$ cat config.mk
export PLATFORM = sky130hd
export DESIGN_NAME = rps_match_controller_flat
export DESIGN_NICKNAME = d
export VERILOG_FILES = /design/src/rtl/rps_match_controller_if.sv /design/src/rtl/rps_match_controller.sv /design/src/flat_wrapper.sv
export SDC_FILE = /design/constraint.sdc
export NUM_CORES = 1
export LEC_CHECK = 0
export CAP_MARGIN = 10
export CELL_PAD_IN_SITES_DETAIL_PLACEMENT = 1
export CELL_PAD_IN_SITES_GLOBAL_PLACEMENT = 1
export CORE_MARGIN = 2
export CORE_UTILIZATION = 38
export CTS_CLUSTER_DIAMETER = 150
export DETAILED_ROUTE_END_ITERATION = 16
export PLACE_DENSITY = 0.85
export SLEW_MARGIN = 20
export SYNTH_ARGS = -nofsm -noshare
export SYNTH_HDL_FRONTEND = slang
export SYNTH_SLANG_ARGS = --single-unit
$ cat constraint.sdc
create_clock -name clk -period 2.95 [get_ports clk]
set_input_delay 0.885 -clock clk [delete_from_list [all_inputs] [get_ports clk]]
set_output_delay 0.885 -clock clk [all_outputs]
set_load 0.03 [all_outputs]
$ cat src/rtl/rps_match_controller_if.sv
// Bus between the rock-paper-scissors controller and the player input,
// choice counter and display logic. The master side drives the throws and
// start requests; the slave side is the controller.
interface rps_match_controller_if #(
   parameter int SCORE_W = 3
);
   logic               start;
   logic               player_valid;
   logic [1:0]         player;
   logic [1:0]         computer;
   logic               counter_run;
   logic [1:0]         result;
   logic               result_valid;
   logic [SCORE_W-1:0] player_score;
   logic [SCORE_W-1:0] cpu_score;
   logic [7:0]         round_count;
   logic               match_over;
   logic               match_winner;

   modport master (
      output start, player_valid, player, computer,
      input  counter_run, result, result_valid, player_score, cpu_score,
             round_count, match_over, match_winner
   );

   modport slave (
      input  start, player_valid, player, computer,
      output counter_run, result, result_valid, player_score, cpu_score,
             round_count, match_over, match_winner
   );
endinterface

$ cat src/rtl/rps_match_controller.sv
// First-to-WIN_TARGET match sequencer: runs and freezes the choice counter,
// captures the player's throw, judges the round, keeps scores and holds each
// result for REVEAL_CYCLES before the next round.
//
// state  | meaning
// IDLE   | waiting for start, counter frozen
// SPIN   | counter running, waiting for a valid player throw
// EVAL   | one cycle, judging the latched throw pair
// REVEAL | result displayed for REVEAL_CYCLES, counter frozen
// DONE   | match decided, results held until start
module rps_match_controller #(
   parameter int WIN_TARGET    = 3,
   parameter int REVEAL_CYCLES = 4,
   parameter int SCORE_W       = 3
) (
   input logic                  clk,
   input logic                  clear,
   rps_match_controller_if.slave bus
);

   localparam int CNT_W = (REVEAL_CYCLES > 1) ? $clog2(REVEAL_CYCLES) : 1;
   localparam logic [CNT_W-1:0]   REVEAL_LOAD = CNT_W'(REVEAL_CYCLES - 1);
   localparam logic [SCORE_W-1:0] WIN_TGT     = SCORE_W'(WIN_TARGET);

   typedef enum logic [2:0] {IDLE, SPIN, EVAL, REVEAL, DONE} state_t;

   state_t             state, state_nxt;
   logic [1:0]         player_lat, computer_lat;
   logic [1:0]         outcome;
   logic [CNT_W-1:0]   reveal_cnt;
   logic [1:0]         result_r;
   logic               result_valid_r;
   logic [SCORE_W-1:0] player_score_r, cpu_score_r;
   logic [7:0]         round_count_r;
   logic               match_winner_r;
   logic               accept;
   logic               counter_run_d, match_over_d;

   assign accept = bus.player_valid && (bus.player != 2'b11);

   // State register; clear wins over everything.
   always_ff @(posedge clk) begin
      if (clear) state <= IDLE;
      else       state <= state_nxt;
   end

   // Next-state decode.
   always_comb begin
      state_nxt = state;
      case (state)
         IDLE:    if (bus.start) state_nxt = SPIN;
         SPIN:    if (accept) state_nxt = EVAL;
         EVAL:    state_nxt = REVEAL;
         REVEAL:  if (reveal_cnt == '0) begin
                     if (player_score_r == WIN_TGT || cpu_score_r == WIN_TGT) state_nxt = DONE;
                     else state_nxt = SPIN;
                  end
         DONE:    if (bus.start) state_nxt = SPIN;
         default: state_nxt = IDLE;
      endcase
   end

   // Moore outputs decoded from state.
   always_comb begin
      counter_run_d = 1'b0;
      match_over_d  = 1'b0;
      case (state)
         SPIN:    counter_run_d = 1'b1;
         DONE:    match_over_d  = 1'b1;
         default: ;
      endcase
   end

   // Round judgement on the latched pair: equal is a draw, otherwise the
   // player wins only on the three beating pairs.
   always_comb begin
      outcome = 2'b01;
      if (player_lat == computer_lat) outcome = 2'b11;
      else if ((player_lat == 2'b00 && computer_lat == 2'b10) ||
               (player_lat == 2'b01 && computer_lat == 2'b00) ||
               (player_lat == 2'b10 && computer_lat == 2'b01)) outcome = 2'b00;
   end

   // Throw capture, scoring, reveal timer and winner latch.
   always_ff @(posedge clk) begin
      if (clear) begin
         player_lat     <= 2'b00;
         computer_lat   <= 2'b00;
         reveal_cnt     <= '0;
         result_r       <= 2'b11;
         result_valid_r <= 1'b0;
         player_score_r <= '0;
         cpu_score_r    <= '0;
         round_count_r  <= 8'd0;
         match_winner_r <= 1'b0;
      end else begin
         result_valid_r <= 1'b0;
         case (state)
            IDLE, DONE: if (bus.start) begin
               player_score_r <= '0;
               cpu_score_r    <= '0;
               round_count_r  <= 8'd0;
            end
            SPIN: if (accept) begin
               player_lat   <= bus.player;
               computer_lat <= bus.computer;
            end
            EVAL: begin
               result_r       <= outcome;
               result_valid_r <= 1'b1;
               round_count_r  <= round_count_r + 8'd1;
               reveal_cnt     <= REVEAL_LOAD;
               if (outcome == 2'b00) player_score_r <= player_score_r + 1'b1;
               if (outcome == 2'b01) cpu_score_r    <= cpu_score_r + 1'b1;
            end
            REVEAL: begin
               if (reveal_cnt != '0) reveal_cnt <= reveal_cnt - 1'b1;
               else if (player_score_r == WIN_TGT) match_winner_r <= 1'b0;
               else if (cpu_score_r == WIN_TGT) match_winner_r <= 1'b1;
            end
            default: ;
         endcase
      end
   end

   assign bus.counter_run  = counter_run_d;
   assign bus.match_over   = match_over_d;
   assign bus.result       = result_r;
   assign bus.result_valid = result_valid_r;
   assign bus.player_score = player_score_r;
   assign bus.cpu_score    = cpu_score_r;
   assign bus.round_count  = round_count_r;
   assign bus.match_winner = match_winner_r;

endmodule

$ cat src/flat_wrapper.sv
// flat-port wrapper written by rule: the top's interface ports become plain ports
module rps_match_controller_flat 
#(
   parameter int WIN_TARGET    = 3,
   parameter int REVEAL_CYCLES = 4,
   parameter int SCORE_W       = 3
)
  (clk, clear, bus_start, bus_player_valid, bus_player, bus_computer, bus_counter_run, bus_result, bus_result_valid, bus_player_score, bus_cpu_score, bus_round_count, bus_match_over, bus_match_winner);
  rps_match_controller_if #(.SCORE_W(SCORE_W)) bus_i ();
  input logic clk;
  input logic clear;
  input wire logic [$bits(bus_i.start)-1:0] bus_start;
  input wire logic [$bits(bus_i.player_valid)-1:0] bus_player_valid;
  input wire logic [$bits(bus_i.player)-1:0] bus_player;
  input wire logic [$bits(bus_i.computer)-1:0] bus_computer;
  output wire logic [$bits(bus_i.counter_run)-1:0] bus_counter_run;
  output wire logic [$bits(bus_i.result)-1:0] bus_result;
  output wire logic [$bits(bus_i.result_valid)-1:0] bus_result_valid;
  output wire logic [$bits(bus_i.player_score)-1:0] bus_player_score;
  output wire logic [$bits(bus_i.cpu_score)-1:0] bus_cpu_score;
  output wire logic [$bits(bus_i.round_count)-1:0] bus_round_count;
  output wire logic [$bits(bus_i.match_over)-1:0] bus_match_over;
  output wire logic [$bits(bus_i.match_winner)-1:0] bus_match_winner;
  assign bus_i.start = bus_start;
  assign bus_i.player_valid = bus_player_valid;
  assign bus_i.player = bus_player;
  assign bus_i.computer = bus_computer;
  assign bus_counter_run = bus_i.counter_run;
  assign bus_result = bus_i.result;
  assign bus_result_valid = bus_i.result_valid;
  assign bus_player_score = bus_i.player_score;
  assign bus_cpu_score = bus_i.cpu_score;
  assign bus_round_count = bus_i.round_count;
  assign bus_match_over = bus_i.match_over;
  assign bus_match_winner = bus_i.match_winner;
  rps_match_controller #(.WIN_TARGET(WIN_TARGET), .REVEAL_CYCLES(REVEAL_CYCLES), .SCORE_W(SCORE_W)) u_core (.clk(clk), .clear(clear), .bus(bus_i));
endmodule
**Word-level counts from Yosys, hierarchy flattened**

Index checks and enable logic that the tools add are counted.

- Bits in registers: 27
- Bits in latches: 0
- Bits in writable memories: 0
- ROM bits: 0
- Bits of input ports: 8
- Output and inout port bits: 20
- Word-level logic and storage cells: 79
- Memories kept: 0

- Add/subtract/negate cells: 4
- Multipliers: 0
- Divide/modulo/power cells: 0
- Magnitude comparators: 0
- Equal/unequal tests: 19
- Shifts and indexed selects: 0
- Multiplexer cells: 21
- Bitwise logic cells: 1
- Reduce and logical (&&, ||, !) cells: 24

Operator list:

| operator | number |
|---|---|
| 3-bit two-way mux | 7 |
| 8-bit case mux with 2 select lines | 1 |
| 3-bit by 2-bit equality test with 1-bit output (second input constant) | 4 |
| 2-bit by 1-bit != test with 1-bit output (second input constant) | 6 |
| 3-bit case mux with 2 select lines | 2 |
| 3-bit case mux with 4 select lines | 1 |
| 3-bit AND reduction | 4 |
| 8-bit by 1-bit adder with 8-bit output (second input constant) | 1 |
| 2-bit logical NOT | 4 |
| 8-bit two-way mux | 1 |
| 2-bit nonzero test | 4 |
| 3-bit by 1-bit adder with 3-bit output (second input constant) | 2 |
| 2-bit by 1-bit equality test with 1-bit output (second input constant) | 3 |
| 1-bit two-way mux | 6 |
| 2-bit AND reduction | 3 |
| 2-bit equality test (second input constant) | 2 |
| 1-bit logical AND | 4 |
| 2-bit two-way mux | 2 |
| 2-bit case mux with 2 select lines | 1 |
| 3-bit by 1-bit equality test with 1-bit output (second input constant) | 1 |
| 3-bit equality test (second input constant) | 1 |
| 3-bit logical NOT | 1 |
| 1-bit logical OR | 3 |
| 2-bit equality test | 1 |
| other kinds (4) | 4 |

**Longest topological paths before layout**

- Depth after elaboration: 9
- Mapped depth: 7

**Worst setup path before layout**

Ideal clock, no wire load.

- Path kind: register to output
- Start: register u_core.state[0]
- End: output bus_match_over
- Arrival time: 1.199 ns
- Data required time: 2.065 ns
- Path slack: 0.866 ns
- Stages on the path, launching flop included: 3
- Cells stage by stage: dfxtp_1 > buf_2 > nor3b_1

- Cells in the longest elaborated chain, start to end: 2

RTL lines:

| element | line | text |
|---|---|---|
| start, declared | rps_match_controller.sv:27 | `state_t state, state_nxt;` |
| start signal, assigned | rps_match_controller.sv:44 | `else state <= state_nxt;` |
| 3-bit equality test | rps_match_controller.sv:67 | `case (state)` |
| 1-bit two-way mux | rps_match_controller.sv:67 |  |
| end, declared | flat_wrapper.sv:22 | `output wire logic [$bits(bus_i.match_over)-1:0] bus_match_over;` |

No other way between the ends.

**Worst setup path in the final report**

- Start: register u_core.state[0]
- End: output bus_counter_run

- Cells in the longest elaborated chain, start to end: 2

RTL lines:

| element | line | text |
|---|---|---|
| 3-bit by 1-bit equality test with 1-bit output | rps_match_controller.sv:67 |  |
| 1-bit two-way mux | rps_match_controller.sv:67 |  |
| end, declared | flat_wrapper.sv:16 | `output wire logic [$bits(bus_i.counter_run)-1:0] bus_counter_run;` |

No other way between the ends.

==> metrics.txt <==
status finished clean; routed wl met3 around 100 um; placed instance count 225; drt drc 0; P&R area growth vs syn 25.4%; antenna violations before repair 0; RSZ-0062 raised after global routing no; Fin. Hold Viols 0; clk sink count 27; Die Y-Extent 64.6 um; WL met1 1590 um; Core ar. approximately 3600 sq um; top layer in use met4; GRT Util Overall 0.180; total grt overflow 0; Setup Viol. Count Final 0; setup TNS 0 ns; Avg Inst Size Synth roughly 9.0 sq um; slew of the pin with the lowest slew margin 0.588 ns; final worst setup slack 0.299 ns; Max Fanout on Critical Path 12; VDD IR max 0.000179 V; nets 196; Max Cap Viol 0; post-CTS setup buffers 0; routed vias 1,262; DR vias/cell about 5.5; Starting Density 0.387; Fillers 427; Max clock buf depth 2; hold buffers post-CTS 0; wire length on met2 1800 um; Worst-Skew Late Latency 0.27 ns; die width 64.6 um; Worst slew margin 0.608; critical-path cell list nor3b_2, clkdlybuf4s50_1; WL final 3510 um; CP peak stage delay 0.70 ns; initial drt markers 44; cts bufs inserted 3; # port buffers 27; Avg WL per Cell 15.3 um; DR pass1 iterations 4; Pleak approximately 0.6 nW; post-CTS resize count 0; Worst EP required 2.07 ns; Worst-path clk slew approximately 0.1 ns; DP HPWL 2600 um; crit path time final 2.65 ns; post-synth cell types 44; pin count of the biggest net entering global routing 25; Worst Path Buf+Inv 1; first-pass GRT wire length 6070 um; Post-Route Skew 0.00145 ns; fin cells 229; DRT antenna net count 0; sequential element share of the synthesized area 0.387; #FFs+latches synth 27; CTS root buf clkbuf_8; Worst Hold Class flip-flop to flip-flop; Core Util, Final 0.485; Post-Syn Instances ~160; CP Launch Type flip-flop; WHS 0.448 ns; CP Class flip-flop to output pin; max-slew violation count 0; # IOs 28; Place WS 0.342 ns; Ys Warns 0; Fmax about 0.38 GHz; CTS tree yes; antenna fix cells 0; Post-Syn Area 1400 sq um; vias in the first global route approximately 1,300; CP endpoint kind output pin; CP arrival 1.77 ns; share of cells above drive strength 1 0.110; Syn Nets 169; Final Cycle Share 0.898; delay-heaviest family, CP buffers and inverters; die footprint 4170 sq um; Rows 22; H-tree Lvls 1; Pwr Density slightly above 400 nW/um^2; GP Congestion slightly above 0.8; critical path's slowest cell clkdlybuf4s50_1
[routing by layer]
layer / vias to the layer above / global-route usage
li1: 613 / -
met5: - / 0
met4: 0 / 0.0319
met2: 21 / 0.331
met1: 626 / 0.223
met3: 2 / 0.0278
[cell usage after synthesis (all sizes together)]
cell	n	share of area
a211oi	2	0.011
a21bo	1	0.0072
a21boi	1	0.0054
a21oi	17	0.064
a22oi	1	0.0054
a311oi	1	0.0063
a31oi	3	0.013
and2	2	0.0090
and3	1	0.0045
and4bb	2	0.018
buf	6	0.031
clkbuf	3	0.0081
dfxtp	27	0.39
ha	6	0.054
inv	5	0.013
mux2	4	0.035
mux2i	1	0.0072
nand2	12	0.032
nand2b	2	0.0090
nand3	7	0.025
nand3b	5	0.027
nand4	1	0.0045
nand4bb	2	0.016
nor2	10	0.027
nor2b	1	0.0045
nor3	7	0.033
nor3b	4	0.029
o211ai	6	0.036
o21ai	4	0.014
o2bb2ai	1	0.0063
o31a	1	0.0063
o31ai	1	0.0054
or3	3	0.013
or3b	2	0.013
xnor2	1	0.0063
xor2	2	0.013
[registers in the layout, indices dropped and copies added (netlist names), 2 cells and up]
name and flops:
u_core.bus.result 2, u_core.bus.cpu_score 3, u_core.bus.round_count 8, u_core.state 3, u_core.bus.player_score 3, u_core.player_lat 2, u_core.computer_lat 2, u_core.reveal_cnt 2
[through the flow]
step	power, mW	instance area, sq um
floorplan	0.464	1400
finish	0.710	1750
global placement	0.496	1700
CTS	0.718	1750
detailed placement	0.502	1700
global route	0.746	1750
[tightest hold or removal path, stage by stage (launching register included)]
cell     delay (ns)
dfxtp_1        0.32
nand2_1        0.05
nand2_1        0.04
[power by group]
| group | total (mW) | internal (mW) | switching (mW) |
|---|---|---|---|
| logic | 0.106 | 0.0465 | 0.0593 |
| clock network | 0.217 | 0.0960 | 0.121 |
| registers | 0.387 | 0.374 | 0.0135 |
| total | 0.710 | 0.516 | 0.194 |
[cell type report]
type	instances	area, sq um	share of cell area
well taps	48	60.1	0.0343
repair buffers	31	300	0.172
flip-flops and latches	27	541	0.309
clock buffers	3	41.3	0.0236
multi-input cells	114	781	0.446
inverters	5	18.8	0.0107
clock inverters	1	7.51	0.00429
[layout by cell type (no fill, tap or decap), types with 6 or more instances in the layout]
cell	netlist	final
dfxtp_1	27	27
nor3_1	6	6
nand2_1	12	12
nand3_1	7	7
nor2_1	10	10
ha_1	6	6
a21oi_1	16	16
clkdlybuf4s50_1	0	27
[cells by family (layout without fill, tap and decap cells)]
kind of cell / count (synthesis) / count (layout) / share of synthesized area
flops: 27 / 27 / 0.387
buf+inv: 14 / 40 / 0.0529
mux: 5 / 5 / 0.0421
fa+ha+maj: 6 / 6 / 0.0538
xor+xnor: 3 / 3 / 0.0188
simple gates: 61 / 61 / 0.265
compound gates: 39 / 39 / 0.180
[path summary, 6_finish.rpt]
path	startpoint	to	slack, ns	depth (start not counted)
max reg2reg	u_core.state[1]	u_core.bus.cpu_score[0]	0.98	4
min	u_core.bus.result[1]	u_core.bus.result[1]	0.45	2
max	u_core.state[0]	bus_counter_run	0.30	2
min reg2reg	u_core.bus.result[1]	u_core.bus.result[1]	0.45	2
Note: power is estimated with default switching activity, not from simulation.
